**src/rtl/aes_result_queue.sv**
```systemverilog
// In-order result queue between the AES compute stage and the XIF result interface.
// Optional `AES_RESULT_QUEUE_KILL_CNT_EN adds a saturating counter of dropped killed entries.
module aes_result_queue #(
  parameter int unsigned DEPTH       = 4,
  parameter int unsigned X_ID_WIDTH  = 4,
  parameter int unsigned X_RFW_WIDTH = 32
) (
  input  logic                       clk_i,
  input  logic                       rst_ni,
  input  logic                       enq_valid_i,
  output logic                       enq_ready_o,
  input  logic [X_ID_WIDTH-1:0]      enq_id_i,
  input  logic [4:0]                 enq_rd_i,
  input  logic [X_RFW_WIDTH-1:0]     enq_data_i,
  input  logic                       commit_valid_i,
  input  logic [X_ID_WIDTH-1:0]      commit_id_i,
  input  logic                       commit_kill_i,
  output logic                       result_valid_o,
  input  logic                       result_ready_i,
  output logic [X_ID_WIDTH-1:0]      result_id_o,
  output logic [4:0]                 result_rd_o,
  output logic [X_RFW_WIDTH-1:0]     result_data_o,
  output logic                       result_we_o,
  output logic [$clog2(DEPTH):0]     count_o
`ifdef AES_RESULT_QUEUE_KILL_CNT_EN
  ,
  output logic [7:0]                 kill_cnt_o
`endif
);

  localparam int unsigned PW = $clog2(DEPTH);
  localparam int unsigned CW = PW + 1;

  typedef logic [PW-1:0] ptr_t;

  logic [X_ID_WIDTH-1:0]  id_q   [DEPTH];
  logic [4:0]             rd_q   [DEPTH];
  logic [X_RFW_WIDTH-1:0] data_q [DEPTH];
  logic [DEPTH-1:0]       committed_q;
  logic [DEPTH-1:0]       killed_q;

  ptr_t          head_q;
  ptr_t          tail_q;
  logic [CW-1:0] count_q;

  logic head_occ;
  logic head_commit;
  logic res_valid;
  logic drop;
  logic pop;
  logic push;
  logic commit_hit;
  ptr_t commit_idx;

  assign head_occ    = (count_q != '0);
  assign head_commit = head_occ & committed_q[head_q];
  assign res_valid   = head_commit & ~killed_q[head_q];
  assign drop        = head_commit & killed_q[head_q];
  assign pop         = (res_valid & result_ready_i) | drop;
  assign enq_ready_o = (count_q != CW'(DEPTH));
  assign push        = enq_valid_i & enq_ready_o;

  // Walk from youngest to oldest so the last hit kept is the oldest matching entry.
  // Only entries occupied before this edge are candidates (offset below count).
  always_comb begin
    commit_hit = 1'b0;
    commit_idx = '0;
    for (int k = DEPTH - 1; k >= 0; k--) begin
      if (commit_valid_i && (CW'(k) < count_q) &&
          !committed_q[head_q + ptr_t'(k)] &&
          (id_q[head_q + ptr_t'(k)] == commit_id_i)) begin
        commit_hit = 1'b1;
        commit_idx = head_q + ptr_t'(k);
      end
    end
  end

  // Push, pop and commit never touch the same slot: a popped head is already
  // committed, and the tail slot is never occupied while push is allowed.
  always_ff @(posedge clk_i or negedge rst_ni) begin
    if (!rst_ni) begin
      head_q      <= '0;
      tail_q      <= '0;
      count_q     <= '0;
      committed_q <= '0;
      killed_q    <= '0;
    end else begin
      if (push) begin
        tail_q              <= tail_q + 1'b1;
        committed_q[tail_q] <= 1'b0;
        killed_q[tail_q]    <= 1'b0;
      end
      if (commit_hit) begin
        committed_q[commit_idx] <= 1'b1;
        killed_q[commit_idx]    <= commit_kill_i;
      end
      if (pop) begin
        head_q              <= head_q + 1'b1;
        committed_q[head_q] <= 1'b0;
        killed_q[head_q]    <= 1'b0;
      end
      case ({push, pop})
        2'b10:   count_q <= count_q + 1'b1;
        2'b01:   count_q <= count_q - 1'b1;
        default: count_q <= count_q;
      endcase
    end
  end

  // NOTE: payload storage has no reset; it is only visible through the occupied
  // head, and leaving it unreset keeps it as plain RAM-style flops.
  always_ff @(posedge clk_i) begin
    if (push) begin
      id_q[tail_q]   <= enq_id_i;
      rd_q[tail_q]   <= enq_rd_i;
      data_q[tail_q] <= enq_data_i;
    end
  end

  assign result_valid_o = res_valid;
  assign result_we_o    = res_valid;
  assign result_id_o    = head_occ ? id_q[head_q]   : '0;
  assign result_rd_o    = head_occ ? rd_q[head_q]   : '0;
  assign result_data_o  = head_occ ? data_q[head_q] : '0;
  assign count_o        = count_q;

`ifdef AES_RESULT_QUEUE_KILL_CNT_EN
  logic [7:0] kill_cnt_q;

  always_ff @(posedge clk_i or negedge rst_ni) begin
    if (!rst_ni) begin
      kill_cnt_q <= '0;
    end else if (drop && (kill_cnt_q != 8'hFF)) begin
      kill_cnt_q <= kill_cnt_q + 8'd1;
    end
  end

  assign kill_cnt_o = kill_cnt_q;
`endif

endmodule

```
**config.mk**
```make
export PLATFORM = sky130hd
export DESIGN_NAME = aes_result_queue
export DESIGN_NICKNAME = d
export VERILOG_FILES = /design/src/rtl/aes_result_queue.sv
export SDC_FILE = /design/constraint.sdc
export NUM_CORES = 1
export LEC_CHECK = 0
export ABC_AREA = 1
export ABC_CLOCK_PERIOD_IN_PS = 4200
export CAP_MARGIN = 10
export CELL_PAD_IN_SITES_DETAIL_PLACEMENT = 0
export CELL_PAD_IN_SITES_GLOBAL_PLACEMENT = 1
export CORE_UTILIZATION = 25
export CTS_BUF_LIST = sky130_fd_sc_hd__clkbuf_8 sky130_fd_sc_hd__clkbuf_16
export DETAILED_ROUTE_END_ITERATION = 7
export GPL_TIMING_DRIVEN = 0
export PLACE_DENSITY = 0.55
export SLEW_MARGIN = 20
export SYNTH_ARGS = -nofsm -noshare
export SYNTH_HDL_FRONTEND = slang
export SYNTH_SLANG_ARGS = --single-unit
```
**constraint.sdc**
```tcl
create_clock -name clk_i -period 4.2 [get_ports clk_i]
set_input_delay 0.84 -clock clk_i [delete_from_list [all_inputs] [get_ports clk_i]]
set_output_delay 0.84 -clock clk_i [all_outputs]
set_load 0.01 [all_outputs]
```
==> results_dict.tcl <==
set metrics [dict create \
    shortest_period_the_worst_path_allows_ns 3.88 \
    worst-endpoint-required_ns 3.36 \
    worst-endpoint-arrival_ns 3.04 \
    grt_start_max_net_pins 22 \
    wl_mm 22.2 \
    drt_first_iter_violations 341 \
    postCtsSetupBuffers 0 \
    vias_per_cell 4.43 \
    vias_in_the_first_global_route 5706 \
    synth_area_leaders "sky130_fd_sc_hd__edfxtp_1, sky130_fd_sc_hd__nor2_1, sky130_fd_sc_hd__o21ai_0" \
    switching_fraction_of_total_power 0.413 \
    synthesis.area_um2 8080 \
    syn-mean-instance-area_um2 10.4 \
    grt_antenna_before_repair 4 \
    filler_cell_count 3238 \
    initial_core_utilization 0.255 \
    critPathCaptureType "primary output" \
    htree_num_levels 4 \
    synthesis.yosys.warnings 0 \
    placedInstanceArea_um2 9770 \
    leading_cell_type_in_the_layout_fill_and_taps_excluded "sky130_fd_sc_hd__nor2_1" \
    run_status "complete, no violations" \
    area_delta_synth_final_pct 28.5 \
    final.hold.worst_slack_ns 0.556 \
    yosys_register_bits 179 \
    hold_violations 0 \
    critPathSlowestCell "sky130_fd_sc_hd__clkdlybuf4s50_1" \
    die_area_um2 33000 \
    place.gp.congestion 0.791 \
    power_density_nw_per_um2 777 \
    clock_tree.root_cell "sky130_fd_sc_hd__clkbuf_16" \
    cts_made_buffers 17 \
    std_cell_rows 65 \
    setup_viol 0 \
    worst-slew-pin-transition_ns 0.784 \
    category_of_cells_accounting_for_the_largest_share_of_critical_path_delay "buffers and inverters" \
    layout.cells.most_common_list "sky130_fd_sc_hd__nor2_1, sky130_fd_sc_hd__edfxtp_1, sky130_fd_sc_hd__nand2_1" \
    synthesis.instances 775 \
    gr-usage-all-layers 0.137 \
    dieHeight_um 182 \
    clk_path_buf_depth 2 \
    grt_pass1_wl_mm 33.6 \
    post-synth-top-area-cell "sky130_fd_sc_hd__edfxtp_1" \
    drt_pass1_iterations 5 \
    fin_worst_skew_ns 0.0144 \
    ys_seq_area_frac 0.656 \
    final_max_slew_viol_count 0 \
    path_cells "buf_2 > inv_2 > buf_2 > clkbuf_2 > clkbuf_1 > nor2_1 > o21ai_0 > a21oi_1 > clkdlybuf4s50_1" \
    post-dp-hpwl_mm 15.5 \
    floorplan.die.width_um 182 \
    final_net_count 961 \
    min-delay-path-class "reg2reg" \
    intPower_uw 4730 \
    worstSetupStartpointType "flip-flop" \
    tns_ns 0 \
    clk_transition_reported_paths_ns 0.08 \
    antenna_violating_nets_left 0 \
    buffer_ports.inserted 97 \
    postSynthNetCount 839 \
    pwr-share-clk 0.199 \
    synth.distinct_cells 34 \
    sequential_share_of_power 0.306 \
    clock.fmax_mhz 258 \
    critical-path-max-stage-delay_ns 0.52 \
    gr-total-overflow 0 \
    yosysTopAreaCellShare 0.610 \
    ios 98 \
    cts_tree "done" \
    drc_errors 0 \
    min_period_over_period 0.924 \
    timing_worst_setup_path_type "reg2out" \
    post_route_cells_drive_above_1_share 0.0956 \
    total_leakage_power_uw 0.00380 \
    irDropWorstVdd_v 0.000326 \
    maxSlewHeadroom 0.476 \
    critPathBufInv 6 \
    coreArea_um2 31600 \
    stdcell_count 1313 \
    switchingPower_uw 3330 \
    power_frac_comb 0.495 \
    worst_path_most_repeated_cell "sky130_fd_sc_hd__buf_2" \
    drt-wirelength-per-cell_um 16.9 \
    unrepaired_setup_endpoints_after_global_routing "false" \
    cts_sinks 179 \
    max-cap-violations 0 \
    finish.instance_area_um2 10400 \
    vias 5813 \
    worst-path-max-fanout 10 \
    numPlacedInstances 1282 \
    clk-insertion-delay-late_ns 0.43 \
]
[through the flow]
step / utilization / total power [uW] / setup slack [ns]
2_1_floorplan: - / 4700 / 0.817
3_3_place_gp: 0.302 / 6490 / -1.60
3_5_place_dp: 0.309 / 6570 / -0.0876
4_1_cts: 0.328 / 8190 / 0.0224
5_1_grt: 0.328 / 8630 / 0.0713
6_report: 0.328 / 8060 / 0.320
[synth_stat cells]
cell type,count
sky130_fd_sc_hd__inv_6,1
sky130_fd_sc_hd__o21bai_1,1
sky130_fd_sc_hd__a21oi_1,46
sky130_fd_sc_hd__a31oi_1,1
sky130_fd_sc_hd__a21boi_1,4
sky130_fd_sc_hd__buf_1,4
sky130_fd_sc_hd__or2_2,1
sky130_fd_sc_hd__and2_1,1
sky130_fd_sc_hd__buf_2,6
sky130_fd_sc_hd__nand2_2,6
sky130_fd_sc_hd__nand2_1,114
sky130_fd_sc_hd__edfxtp_1,164
sky130_fd_sc_hd__nand3_1,47
sky130_fd_sc_hd__nand4_1,4
sky130_fd_sc_hd__o21ai_0,86
sky130_fd_sc_hd__a22oi_1,1
sky130_fd_sc_hd__nor2_2,5
sky130_fd_sc_hd__nor2_1,173
sky130_fd_sc_hd__a21oi_2,1
sky130_fd_sc_hd__ha_1,13
sky130_fd_sc_hd__o21a_1,3
sky130_fd_sc_hd__xor2_1,5
sky130_fd_sc_hd__xnor2_1,2
sky130_fd_sc_hd__dfrtp_1,15
sky130_fd_sc_hd__nand2_4,2
sky130_fd_sc_hd__nor2_4,1
sky130_fd_sc_hd__inv_2,4
sky130_fd_sc_hd__buf_4,2
sky130_fd_sc_hd__buf_6,3
sky130_fd_sc_hd__clkbuf_1,25
sky130_fd_sc_hd__inv_1,29
sky130_fd_sc_hd__clkbuf_2,1
sky130_fd_sc_hd__o21ai_1,2
sky130_fd_sc_hd__nand3_2,2
[routing by layer]
layer / share of wire / routed length [um] / global-route usage / up-vias
met5: 0.0018 / 40 / 0 / -
met2: 0.48 / 10600 / 0.228 / 95
met4: 0.0061 / 136 / 0.0295 / 6
li1: - / - / - / 2911
met3: 0.037 / 828 / 0.0319 / 16
met1: 0.48 / 10600 / 0.182 / 2785
[final cells by class]
class | count | area, um^2 | share of cell area
Multi-Input combinational cell | 521 | 2480 | 0.239
Sequential cell | 179 | 5300 | 0.511
Clock inverter | 15 | 179 | 0.0172
Tap cell | 402 | 503 | 0.0485
Clock buffer | 17 | 425 | 0.0410
Inverter | 34 | 133 | 0.0128
Antenna cell | 1 | 2.50 | 0.000241
Buffer | 39 | 195 | 0.0188
Timing Repair Buffer | 105 | 1160 | 0.112
[kinds of logic after synthesis]
| logic type | count (synthesis) | share of synthesized area |
|---|---|---|
| simple gates | 356 | 0.182 |
| compound gates | 145 | 0.0933 |
| buf+inv | 75 | 0.0403 |
| fa+ha+maj | 13 | 0.0201 |
| flops | 179 | 0.656 |
| xor+xnor | 7 | 0.00759 |
[timing repair]
action | CTS | global route
gates cloned | 0 | 0
endpoints found under the setup margin | 28 | 25
hold buffers | 0 | 0
gates resized for setup | 5 | 6
pin swaps | 0 | 0
[worst paths after layout]
path,startpoint,end,slack [ns],cells after the start
worst max-delay path,head_q[1],result_data_o[10],0.32,9
worst min-delay path,killed_q[3],killed_q[3],0.56,2
worst max register to register,head_q[1],killed_q[1],0.37,22
worst min register to register,killed_q[3],killed_q[3],0.56,2
max in group asynchronous,rst_ni,committed_q[3],2.83,1
min in group asynchronous,rst_ni,count_o[2],0.86,1
[worst register-to-register path, stage by stage, from the launching register on]
cell and delay, ns:
sky130_fd_sc_hd__dfrtp_1 0.40, sky130_fd_sc_hd__buf_2 0.19, sky130_fd_sc_hd__inv_2 0.10, sky130_fd_sc_hd__buf_2 0.27, sky130_fd_sc_hd__clkbuf_1 0.56, sky130_fd_sc_hd__ha_1 0.37
sky130_fd_sc_hd__inv_1 0.19, sky130_fd_sc_hd__buf_2 0.33, sky130_fd_sc_hd__nand3_1 0.22, sky130_fd_sc_hd__nand3_1 0.13, sky130_fd_sc_hd__nand2_1 0.05, sky130_fd_sc_hd__nor2_1 0.16
sky130_fd_sc_hd__nand3_2 0.14, sky130_fd_sc_hd__nand2_1 0.09, sky130_fd_sc_hd__inv_1 0.04, sky130_fd_sc_hd__nand2_1 0.06, sky130_fd_sc_hd__nand2_2 0.06, sky130_fd_sc_hd__nand2_4 0.12
sky130_fd_sc_hd__inv_2 0.05, sky130_fd_sc_hd__nand2_1 0.07, sky130_fd_sc_hd__nand2_1 0.05, sky130_fd_sc_hd__nand2_1 0.07, sky130_fd_sc_hd__nor2_2 0.03
[power groups by stage]
stage | combinational, uW | clock, uW | sequential [uW]
after floorplan | 2200 | 0 | 2510
after global placement | 3940 | 0 | 2550
after detailed placement | 4060 | 0 | 2500
after CTS | 4080 | 1650 | 2460
after global routing | 4430 | 1700 | 2500
final | 3990 | 1600 | 2460
[sequential cells by signal, indices dropped and copies added (netlist names)]
name         count
rd_q            20
id_q            16
count_o          3
tail_q           2
head_q           2
killed_q         4
committed_q      4
data_q         128
(Power assumes the default switching activity.)
